===== src/rtl/act_argmax.sv =====
// rtl/act_argmax.sv - sequential argmax over a captured W-element signed activation vector
// One element is compared per clock; strict greater-than means the lowest index wins a tie.
module act_argmax #(
  parameter int N  = 32,
  parameter int W  = 16,
  parameter int IW = (W > 1) ? $clog2(W) : 1
) (
  input  logic                clk,
  input  logic                rst_n,
  input  logic                in_valid,
  output logic                in_ready,
  input  logic signed [N-1:0] in_vec [W],
  output logic                out_valid,
  input  logic                out_ready,
  output logic [IW-1:0]       out_idx,
  output logic signed [N-1:0] out_max,
  output logic                busy
);

  typedef enum logic [1:0] {
    IDLE,
    SCAN,
    HOLD
  } state_t;

  state_t              state_q, state_d;
  logic signed [N-1:0] vec_q [W];
  logic signed [N-1:0] vec_d [W];
  logic signed [N-1:0] best_val_q, best_val_d;
  logic [IW-1:0]       best_idx_q, best_idx_d;
  logic [IW-1:0]       cnt_q, cnt_d;

  always_ff @(posedge clk or negedge rst_n) begin
    if (!rst_n) begin
      state_q    <= IDLE;
      best_val_q <= '0;
      best_idx_q <= '0;
      cnt_q      <= '0;
      for (int i = 0; i < W; i++) begin
        vec_q[i] <= '0;
      end
    end else begin
      state_q    <= state_d;
      vec_q      <= vec_d;
      best_val_q <= best_val_d;
      best_idx_q <= best_idx_d;
      cnt_q      <= cnt_d;
    end
  end

  always_comb begin
    state_d    = state_q;
    vec_d      = vec_q;
    best_val_d = best_val_q;
    best_idx_d = best_idx_q;
    cnt_d      = cnt_q;
    case (state_q)
      IDLE: begin
        if (in_valid) begin
          vec_d      = in_vec;
          best_val_d = in_vec[0];
          best_idx_d = '0;
          cnt_d      = IW'(1);
          state_d    = (W == 1) ? HOLD : SCAN;
        end
      end
      SCAN: begin
        if (vec_q[cnt_q] > best_val_q) begin
          best_val_d = vec_q[cnt_q];
          best_idx_d = cnt_q;
        end
        cnt_d = cnt_q + IW'(1);
        if (cnt_q == IW'(W - 1)) begin
          state_d = HOLD;
        end
      end
      HOLD: begin
        if (out_ready) begin
          state_d = IDLE;
        end
      end
      default: state_d = IDLE;
    endcase
  end

  // Outputs depend only on registered state, so nothing flows combinationally from in_valid.
  assign in_ready  = (state_q == IDLE);
  assign busy      = (state_q != IDLE);
  assign out_valid = (state_q == HOLD);
  assign out_idx   = best_idx_q;
  assign out_max   = best_val_q;

endmodule


===== config.mk =====
export PLATFORM = sky130hd
export DESIGN_NAME = act_argmax
export DESIGN_NICKNAME = d
export VERILOG_FILES = /design/src/rtl/act_argmax.sv
export SDC_FILE = /design/constraint.sdc
export NUM_CORES = 1
export LEC_CHECK = 0
export ABC_CLOCK_PERIOD_IN_PS = 5400
export BUFFER_PORTS_ARGS = -buffer_cell sky130_fd_sc_hd__buf_2
export CAP_MARGIN = 15
export CORE_ASPECT_RATIO = 0.9
export CORE_UTILIZATION = 45
export CTS_BUF_LIST = sky130_fd_sc_hd__clkbuf_4
export DETAILED_ROUTE_END_ITERATION = 6
export HOLD_SLACK_MARGIN = 0.03
export PLACE_DENSITY = 0.68
export SKIP_CTS_REPAIR_TIMING = 1
export SLEW_MARGIN = 25
export SYNTH_ARGS = -nofsm -noshare
export SYNTH_HDL_FRONTEND = slang
export SYNTH_SLANG_ARGS = --single-unit

===== constraint.sdc =====
create_clock -name clk -period 5.4 [get_ports clk]
set_input_delay 1.62 -clock clk [delete_from_list [all_inputs] [get_ports clk]]
set_output_delay 1.62 -clock clk [all_outputs]
set_load 0.02 [all_outputs]

==> results.sh, run 1 <==
export IMPL_area_growth_synth_to_final_pct=21.7
export IMPL_dpl_cell_area_mm2=0.0291
export IMPL_p_total_mw=20.6
export IMPL_status="complete, no violations"
export IMPL_wl_per_cell_um=22.4
export IMPL_cts_root_buffer="clkbuf_4"
export IMPL_std_cell_rows=82
export IMPL_dp_cells=3816
export IMPL_initial_core_util=0.458
export IMPL_first_pass_iters=6
export IMPL_fin_util=0.557
export IMPL_netlist_top_cells_count="nand2_1, dfrtp_1, mux4_2"
export IMPL_io_pins=555
export IMPL_r2r_cells=12
export IMPL_r2r_end="out_max[25]$_DFFE_PN0P_"
export IMPL_grt_pass1_vias=21864
export IMPL_critPathArrivalTime_ns=5.98
export IMPL_fmax_mhz=196
export IMPL_synth_cell_type_count=39
export IMPL_cts_tree="yes"
export IMPL_yosys_area_top_type="dfrtp_1"
export IMPL_vias=21874
export IMPL_h_tree_depth=4
export IMPL_slew_headroom=0.408
export IMPL_dieHeight_um=228
export IMPL_dp_hpwl_um=69500
export IMPL_min_period_ns=5.10
export IMPL_final_nets=3762
export IMPL_netlist_instances=2626
export IMPL_hp_start="vec_q[185]$_DFFE_PN0P_"
export IMPL_yosysWarnings=0
export IMPL_cts_buffers=151
export IMPL_viasPerCell=5.34
export IMPL_rsz0062_at_grt="false"
export IMPL_fin_skew_ns=0.0487
export IMPL_slew_violations=0
export IMPL_final_cells=4094
export IMPL_setup_viol=0
export IMPL_synth_yosys_seq_area_share=0.541
export IMPL_ant_nets=0
export IMPL_grt_pass1_wl_um=136000
export IMPL_clk_insertion_delay_late_ns=1.03
export IMPL_synth_flop_cell="dfrtp_1"
export IMPL_grtUsageTotal=0.323
export IMPL_drt_initial_drc_count=2484
export IMPL_cp_max_fo=30
export IMPL_synth_edf_count=0
export IMPL_synthTopCellsByArea="dfrtp_1, nand2_1, mux4_2"
export IMPL_cts_sink_count=554
export IMPL_p_leak_nw=16.9
export IMPL_hold_viol_final=0
export IMPL_hold_path_class="reg -> reg"
export IMPL_place_congestion=1.01
export IMPL_worstSetupPathType="reg -> reg"
export IMPL_drt_total_wl_um=91600
export IMPL_finalCritPeriodShare=0.945
export IMPL_antenna_found_initial=6
export IMPL_cp_end_kind="flip-flop"
export IMPL_r2r_slack_ns=0.30
export IMPL_numPortBuffers=554
export IMPL_yosysMostFrequentCell="nand2_1"
export IMPL_synth_top_area_share=0.541
export IMPL_async_flop_share=1.00
export IMPL_avgSynthCellArea_um2=9.77
export IMPL_cts_buffer_depth=3
export IMPL_grt_max_degree=164
export IMPL_startpoint_type="flip-flop"
export IMPL_hold_path_depth=2
export IMPL_ir_drop_v=0.000388
export IMPL_syn_nets=3175
export IMPL_die_area_mm2=0.0580
export IMPL_fin_setup_tns_ns=0
export IMPL_cellPowerDensity_mw_per_mm2=661
export IMPL_netlist_area_mm2=0.0256
export IMPL_design_core_area_mm2=0.0560
export IMPL_grt_overflow=0
export IMPL_r2r_start="cnt_q[0]$_DFFE_PN0P_"
export IMPL_design_area_mm2=0.0312
export IMPL_synth_seq_cells=554
export IMPL_worst_pin_slew_ns=0.888
export IMPL_whs_endpoint="vec_q[185]$_DFFE_PN0P_"
export IMPL_clkSlewWorstSetupHoldPaths_ns=0.06
export IMPL_drc=0
export IMPL_maxCapViolations=0
export IMPL_drive_gt1_frac=0.305
export IMPL_chipWidth_um=254
export IMPL_required_ns=6.27
[cells in the final DEF (no fill, tap or decap), drive strengths merged, types with 4 or more instances in the layout]
master / count
clkinvlp: 5
nand3: 8
nand2: 1550
diode: 9
inv: 37
mux2i: 64
and2: 4
a21oi: 14
buf: 593
mux4: 160
ha: 33
clkbuf: 237
nor2: 7
dfrtp: 554
clkinv: 21
o21ai: 7
bufinv: 5
nand4: 7
[layer usage]
layer  GRT usage  vias to the layer above  wire length, µm
met5           0                        -               27
li1            -                     9739                -
met1       0.491                    10804            41100
met3       0.106                      152            10800
met4       0.116                        4             2540
met2       0.427                     1175            37100
[critical path, cell delays in order, from the launching register on]
cell and delay [ns]:
dfrtp_4 0.87, buf_12 0.27, mux4_2 0.52, mux4_2 0.49
ha_1 0.31, nand4_1 0.16, nor3_1 0.74, a31oi_1 0.22
and2_1 0.23, a21oi_1 0.18, nand3_2 0.38, buf_4 0.37
mux2i_1 0.15
[worst max-delay path by stage]
stage / from / end / slack [ns] / cells after the start
2_1_floorplan: cnt_q[1]$_DFFE_PN0P_ / out_idx[0]$_DFFE_PN0P_ / 1.48 / 13
3_3_place_gp: cnt_q[0]$_DFFE_PN0P_ / out_max[20]$_DFFE_PN0P_ / 0.49 / 12
3_5_place_dp: cnt_q[0]$_DFFE_PN0P_ / out_max[20]$_DFFE_PN0P_ / 0.35 / 12
4_1_cts: cnt_q[0]$_DFFE_PN0P_ / out_max[25]$_DFFE_PN0P_ / 0.33 / 12
5_1_grt: cnt_q[0]$_DFFE_PN0P_ / out_max[25]$_DFFE_PN0P_ / 0.12 / 12
6_report: cnt_q[0]$_DFFE_PN0P_ / out_max[25]$_DFFE_PN0P_ / 0.30 / 12
[power breakdown]
group          total, mW  switching, mW  internal, mW
clock network       4.06           1.83          2.23
logic               8.60           4.50          4.09
registers           7.97           1.83          6.14
total               20.6           8.16          12.5
[flip-flops by register name (all words and copies together) (netlist names)]
| name | flops |
|---|---|
| out_idx | 4 |
| cnt_q | 4 |
| out_max | 32 |
| state_q | 2 |
| vec_q | 512 |
[final cells by class]
cell class	count	area, µm²
clock inverters	32	274
clock buffers	237	1780
multi-input cells	1877	10900
inverters	36	135
repair buffers	593	3250
diodes	9	22.5
flip-flops and latches	554	13900
well taps	756	946
fillers	5107	24800
[logic make-up after synthesis]
family          after synthesis  share of synthesized area
compound gates               33                    0.00795
fa+ha+maj                    33                     0.0161
buf+inv                     195                     0.0346
flops                       554                      0.541
mux                         227                      0.167
simple gates               1584                      0.234
[stage by stage]
step	hold slack (ns)	setup slack (ns)
after floorplan	0.440	1.48
after global placement	0.453	0.486
after detailed placement	0.457	0.354
after CTS	0.474	0.329
after global routing	0.485	0.118
final	0.471	0.297
No activity file was read; power rests on OpenSTA's default activity.
==> run 2: changes to the inputs <==
--- a/config.mk
+++ b/config.mk
@@ -6,7 +6,7 @@
 export NUM_CORES = 1
 export LEC_CHECK = 0
 export ABC_CLOCK_PERIOD_IN_PS = 5400
-export BUFFER_PORTS_ARGS = -buffer_cell sky130_fd_sc_hd__buf_2
+export BUFFER_PORTS_ARGS = -buffer_cell sky130_fd_sc_hd__buf_4
 export CAP_MARGIN = 15
 export CORE_ASPECT_RATIO = 0.9
 export CORE_UTILIZATION = 45
@@ -14,6 +14,7 @@
 export DETAILED_ROUTE_END_ITERATION = 6
 export HOLD_SLACK_MARGIN = 0.03
 export PLACE_DENSITY = 0.68
+export SETUP_SLACK_MARGIN = 0.5
 export SKIP_CTS_REPAIR_TIMING = 1
 export SLEW_MARGIN = 25
 export SYNTH_ARGS = -nofsm -noshare
==> run 2 against run 1 <==
Effect of this change:
- non-clock buffer count is 9 higher
- worst hold slack worse by 0.0019 ns
- count of clock-buffer cells in the layout is 29 lower
- via count shrank 0.68%
- register-to-register slack gained 0.39 ns
- die area stayed put
==> results.sh, run 2 (synthesis gave the netlist of run 1 again) <==
export IMPL_status="complete, no violations"
export IMPL_grt_pass1_wl_um=136000
export IMPL_drive_gt1_frac=0.299
export IMPL_die_area_mm2=0.0580
export IMPL_std_cell_rows=82
export IMPL_min_period_ns=4.71
export IMPL_fin_setup_tns_ns=0
export IMPL_dieHeight_um=228
export IMPL_worst_pin_slew_ns=0.862
export IMPL_internal_power_mw=12.3
export IMPL_final_common_cell="nand2_1"
export IMPL_netSwitchingPower_mw=8.12
export IMPL_p_sw_frac=0.398
export IMPL_rsz0062_at_grt="false"
export IMPL_combPwrFrac=0.444
export IMPL_crit_slowest_cell="dfrtp_4"
export IMPL_crit_start="cnt_q[1]$_DFFE_PN0P_"
export IMPL_r2r_start="cnt_q[1]$_DFFE_PN0P_"
export IMPL_r2r_end="out_max[18]$_DFFE_PN0P_"
export IMPL_crit_chain="buf_4 > mux4_2 > mux4_2 > ha_1 > nand4_1 > nor4_1 > a31oi_1 > and2_1 > a21oi_1 > nand3_2 > buf_4 > mux2i_1"
export IMPL_multi_input_area_mm2=0.0109
export IMPL_maxCapViolations=0
export IMPL_hold_ws_ns=0.469
export IMPL_fin_skew_ns=0.0434
export IMPL_clk_insertion_delay_late_ns=0.99
export IMPL_worstSetupPathType="reg -> reg"
export IMPL_cellPowerDensity_mw_per_mm2=632
export IMPL_cp_num_cells=12
export IMPL_fmax_mhz=212
export IMPL_clock_power_share=0.172
export IMPL_drt_initial_drc_count=2171
export IMPL_r2r_slack_ns=0.69
export IMPL_largest_reg_flops=512
export IMPL_clkSlewWorstSetupHoldPaths_ns=0.06
export IMPL_cp_end_kind="flip-flop"
export IMPL_startpoint_type="flip-flop"
export IMPL_cts_buffers=147
export IMPL_cts_tree="yes"
export IMPL_r2r_cells=12
export IMPL_area_growth_synth_to_final_pct=26.1
export IMPL_cts_root_buffer="clkbuf_4"
export IMPL_hold_path_class="reg -> reg"
export IMPL_setup_viol=0
export IMPL_top_register="vec_q"
export IMPL_vias=21725
export IMPL_h_tree_depth=4
export IMPL_ff_latch_area_mm2=0.0139
export IMPL_ant_nets=0
export IMPL_grtUsageTotal=0.322
export IMPL_viasPerCell=5.34
export IMPL_path_buf_inv=2
export IMPL_cp_top_family="simple AND/OR/NAND/NOR gates"
export IMPL_crit_end="out_max[18]$_DFFE_PN0P_"
export IMPL_dp_hpwl_um=68700
export IMPL_grt_pass1_vias=21992
export IMPL_max_stage_delay_ns=0.71
export IMPL_slew_headroom=0.425
export IMPL_design_core_area_mm2=0.0560
export IMPL_seqPwrFrac=0.384
export IMPL_chipWidth_um=254
export IMPL_numPortBuffers=554
export IMPL_fill_cells=5126
export IMPL_hold_viol_final=0
export IMPL_initial_core_util=0.458
export IMPL_finalCritPeriodShare=0.872
export IMPL_final_nets=3767
export IMPL_slew_violations=0
export IMPL_place_congestion=0.961
export IMPL_p_leak_nw=17.3
export IMPL_required_ns=6.24
export IMPL_cts_buffer_depth=3
export IMPL_antenna_found_initial=5
export IMPL_grt_max_degree=199
export IMPL_critPathArrivalTime_ns=5.55
export IMPL_drt_total_wl_um=91700
export IMPL_grt_overflow=0
export IMPL_drc=0
export IMPL_io_pins=555
export IMPL_first_pass_iters=6
export IMPL_ir_drop_v=0.000296
export IMPL_cts_sink_count=554
export IMPL_most_common_layout_cells="nand2_1, buf_4, dfrtp_1"
export IMPL_cp_max_fo=26
export IMPL_wl_per_cell_um=22.6
## run 2: area by class of cell
type                            instances  share of cell area
Timing Repair Buffer                  602               0.147
Sequential cell                       554               0.429
Antenna cell                            7            0.000542
Inverter                               36             0.00418
Clock inverter                         26             0.00391
Clock buffer                          208              0.0483
Multi-Input combinational cell       1877               0.338
Tap cell                              756              0.0293
## run 2: worst reg2reg max path: stages, from the launching register on
cell and delay (ns):
dfrtp_4 0.71, buf_4 0.44, mux4_2 0.43, mux4_2 0.56, ha_1 0.32, nand4_1 0.09
nor4_1 0.47, a31oi_1 0.19, and2_1 0.22, a21oi_1 0.18, nand3_2 0.42, buf_4 0.40
mux2i_1 0.16
## run 2: metal layers
layer / GRT usage / vias up / routed length [µm]
met3: 0.109 / 124 / 10600
met4: 0.101 / 2 / 2140
li1: - / 9690 / -
met5: 0 / - / 17
met1: 0.482 / 10757 / 40700
met2: 0.440 / 1152 / 38300
## run 2: how the worst min path moves through the flow
| stage | start | end | slack (ns) | cells after the start |
|---|---|---|---|---|
| finish | vec_q[36]$_DFFE_PN0P_ | vec_q[36]$_DFFE_PN0P_ | 0.47 | 2 |
| global route | vec_q[484]$_DFFE_PN0P_ | vec_q[484]$_DFFE_PN0P_ | 0.49 | 2 |
| CTS | vec_q[36]$_DFFE_PN0P_ | vec_q[36]$_DFFE_PN0P_ | 0.47 | 2 |
| detailed placement | vec_q[36]$_DFFE_PN0P_ | vec_q[36]$_DFFE_PN0P_ | 0.46 | 2 |
| global placement | vec_q[506]$_DFFE_PN0P_ | vec_q[506]$_DFFE_PN0P_ | 0.45 | 2 |
| floorplan | vec_q[160]$_DFFE_PN0P_ | vec_q[160]$_DFFE_PN0P_ | 0.44 | 2 |
## run 2: power by group through the flow
stage	combinational (mW)	clock, mW	sequential [mW]
after global placement	8.45	0	7.88
after CTS	8.85	3.59	7.81
after detailed placement	8.81	0	7.85
after floorplan	6.60	0	7.02
after global routing	9.91	3.81	7.98
final	9.07	3.51	7.84
## run 2: through the flow
step | utilization | total power [mW] | setup WS [ns] | cells | cell area (µm²)
6_report | 0.577 | 20.4 | 0.691 | 4066 | 32300
3_5_place_dp | 0.545 | 16.7 | 0.305 | 3813 | 30500
2_1_floorplan | - | 13.6 | 1.48 | 2626 | 25600
5_1_grt | 0.577 | 21.7 | 0.584 | 4065 | 32300
3_3_place_gp | 0.545 | 16.3 | 0.450 | 3813 | 30500
4_1_cts | 0.575 | 20.3 | 0.260 | 4047 | 32200
==> run 3: changes to the inputs <==
--- a/config.mk
+++ b/config.mk
@@ -5,10 +5,12 @@
 export SDC_FILE = /design/constraint.sdc
 export NUM_CORES = 1
 export LEC_CHECK = 0
+export ABC_AREA = 1
 export ABC_CLOCK_PERIOD_IN_PS = 5400
 export BUFFER_PORTS_ARGS = -buffer_cell sky130_fd_sc_hd__buf_4
 export CAP_MARGIN = 15
 export CORE_ASPECT_RATIO = 0.9
+export CORE_MARGIN = 2
 export CORE_UTILIZATION = 45
 export CTS_BUF_LIST = sky130_fd_sc_hd__clkbuf_4
 export DETAILED_ROUTE_END_ITERATION = 6
==> run 3 against run 2 <==
Effect of this change:
- first-iteration DRC count increased by 15%
- combinational power is 19% higher
- worst setup slack improved by 0.31 ns
==> results.sh, run 3 <==
export IMPL_status="complete, no violations"
export IMPL_worst_pin_slew_ns=1.25
export IMPL_h_tree_depth=4
export IMPL_rsz0062_at_grt="false"
export IMPL_p_total_mw=21.9
export IMPL_slew_headroom=0.165
export IMPL_most_common_layout_cells="nand2_1, buf_4, dfrtp_1"
export IMPL_antenna_found_initial=12
export IMPL_synth_top_area_share=0.521
export IMPL_synthTopCellsByArea="dfrtp_1, nand2_1, o21ai_0"
export IMPL_area_growth_synth_to_final_pct=23.7
export IMPL_dp_hpwl_um=67300
export IMPL_viasPerCell=5.29
export IMPL_critPathArrivalTime_ns=5.29
export IMPL_yosysWarnings=0
export IMPL_drt_initial_drc_count=2490
export IMPL_fmax_mhz=227
export IMPL_yosys_area_top_type="dfrtp_1"
export IMPL_setup_viol=0
export IMPL_synth_edf_count=0
export IMPL_netSwitchingPower_mw=10.2
export IMPL_avgSynthCellArea_um2=7.79
export IMPL_met3_usage=0.0717
export IMPL_cp_end_kind="flip-flop"
export IMPL_cpMostUsedCell="nand2_1"
export IMPL_clock_power_share=0.172
export IMPL_netlist_instances=3419
export IMPL_cts_root_buffer="clkbuf_4"
export IMPL_clk_insertion_delay_late_ns=0.98
export IMPL_max_stage_delay_ns=0.53
export IMPL_maxCapViolations=0
export IMPL_min_period_ns=4.40
export IMPL_cp_top_family="simple AND/OR/NAND/NOR gates"
export IMPL_crit_chain="inv_6 > buf_12 > buf_4 > o21ai_0 > o221ai_1 > nand3_1 > nand2_1 > ha_1 > a21oi_1 > o21ai_0 > nand2_1 > nand2_1 > a21oi_1 > nand2_1 > nand2_1 > nand3_2 > nand2_4 > nand2_1 > nand2_1"
export IMPL_drt_total_wl_um=96500
export IMPL_crit_slowest_cell="dfrtp_4"
export IMPL_dp_worst_setup_slack_ns=1.10
export IMPL_grt_pass1_wl_um=146000
export IMPL_cts_buffer_depth=3
export IMPL_synth_yosys_seq_area_share=0.521
export IMPL_grt_util_met2=0.484
export IMPL_final_cells=4812
export IMPL_cp_max_fo=76
export IMPL_fill_cells=5619
export IMPL_first_pass_iters=6
export IMPL_combPwrFrac=0.493
export IMPL_final_common_cell="nand2_1"
export IMPL_slew_violations=0
export IMPL_hold_path_class="reg -> reg"
export IMPL_cts_buffers=150
export IMPL_std_cell_rows=84
export IMPL_wl_per_cell_um=20.1
export IMPL_path_buf_inv=3
export IMPL_netlist_area_mm2=0.0266
export IMPL_async_flop_share=1.00
export IMPL_numPortBuffers=554
export IMPL_startpoint_type="flip-flop"
export IMPL_internal_power_mw=11.7
export IMPL_fin_ws_ns=0.996
export IMPL_drive_gt1_frac=0.211
export IMPL_synth_cell_type_count=28
export IMPL_die_area_mm2=0.0611
export IMPL_chipWidth_um=260
export IMPL_vias=25459
export IMPL_syn_nets=3968
export IMPL_design_core_area_mm2=0.0584
export IMPL_cts_sink_count=554
export IMPL_synth_seq_cells=554
export IMPL_dp_cells=4554
export IMPL_grt_max_degree=217
export IMPL_cellPowerDensity_mw_per_mm2=666
export IMPL_dieHeight_um=235
export IMPL_largest_reg_flops=512
export IMPL_drc=0
export IMPL_fin_skew_ns=0.0701
export IMPL_use_met1=0.418
export IMPL_netlist_top_cells_count="nand2_1, dfrtp_1, o21ai_0"
export IMPL_grt_overflow=0
export IMPL_top_register="vec_q"
export IMPL_seqPwrFrac=0.335
export IMPL_io_pins=555
export IMPL_hold_ws_ns=0.461
export IMPL_required_ns=6.29
export IMPL_initial_core_util=0.456
export IMPL_ir_drop_v=0.000507
export IMPL_fin_setup_tns_ns=0
export IMPL_worstSetupPathType="reg -> reg"
export IMPL_cts_tree="yes"
export IMPL_p_sw_frac=0.465
export IMPL_ant_nets=0
export IMPL_place_congestion=0.941
export IMPL_yosysMostFrequentCell="nand2_1"
export IMPL_finalCritPeriodShare=0.816
export IMPL_final_nets=4481
export IMPL_synth_flop_cell="dfrtp_1"
export IMPL_p_leak_nw=17.4
export IMPL_clkSlewWorstSetupHoldPaths_ns=0.07
export IMPL_grt_pass1_vias=24920
export IMPL_busiest_layer="met2"
export IMPL_grtUsageTotal=0.316
export IMPL_hold_viol_final=0
[run 3: cell types whose count changed after synthesis, moves of 34 or more]
cell	change
a21oi_1	+51
buf_2	+44
buf_4	+52
inv_1	+95
mux2i_1	-64
mux4_2	-160
nand3_1	+100
nor2_1	+219
o211ai_1	+48
o21ai_0	+332
o21ai_1	+34
o221ai_1	+78
[run 3: worst paths after layout]
kind                                       start                     end  slack (ns)  cells past startpoint
max                         cnt_q[0]$_DFFE_PN0P_  out_max[0]$_DFFE_PN0P_         1.0                     19
min reg2reg                vec_q[46]$_DFFE_PN0P_   vec_q[46]$_DFFE_PN0P_        0.46                      2
min                        vec_q[46]$_DFFE_PN0P_   vec_q[46]$_DFFE_PN0P_        0.46                      2
min in group asynchronous                  rst_n  vec_q[300]$_DFFE_PN0P_        0.70                      1
max in group asynchronous                  rst_n   vec_q[56]$_DFFE_PN0P_        3.58                      2
max reg2reg                 cnt_q[0]$_DFFE_PN0P_  out_max[0]$_DFFE_PN0P_         1.0                     19
[run 3: logic make-up (layout without fill, tap and decap cells)]
group	Yosys count	in the layout	synth area share
buffers and inverters	369	979	0.0671
other	0	9	0
adder cells (fa/ha/maj)	33	33	0.0155
flip-flops	554	554	0.521
AO/OA/AOI/OAI	571	571	0.124
AND/OR/NAND/NOR	1892	1892	0.273
[run 3: through the flow]
step                      cell area (µm²)  utilization
after floorplan                     26600            -
after global placement              31100        0.532
after detailed placement            31100        0.532
after CTS                           32900        0.563
after global routing                32900        0.564
final                               32900        0.564
[run 3: cell type report]
class,instances,area (µm²),share of cell area
diodes,9,22.5,0.000684
clock buffers,229,1720,0.0522
clock inverters,20,138,0.00418
inverters,134,517,0.0157
multi-input cells,2496,11000,0.333
flip-flops and latches,554,13900,0.421
well taps,774,968,0.0294
repair buffers,596,4720,0.143
[run 3: power by group through the flow]
stage / clock network [mW] / logic (mW) / registers (mW)
CTS: 3.85 / 10.8 / 7.30
floorplan: 0 / 7.66 / 7.14
detailed placement: 0 / 10.8 / 7.35
global placement: 0 / 10.6 / 7.35
finish: 3.78 / 10.8 / 7.34
global route: 4.09 / 12.2 / 7.54
[run 3: metal layers]
metal / vias to the layer above / wire (µm)
li1: 12064 / -
met1: 12058 / 39900
met2: 1126 / 44000
met3: 199 / 7780
met4: 12 / 4780
met5: - / 81
[run 3: worst register-to-register path: cells and delay by family, from the launching register on]
| kind | cells | cell delay, ns |
|---|---|---|
| AOI/OAI and AO/OA | 5 | 0.82 |
| adders and majority gates | 1 | 0.26 |
| buffers and inverters | 3 | 1.18 |
| DFF | 1 | 0.53 |
| and+or+nand+nor | 10 | 1.53 |
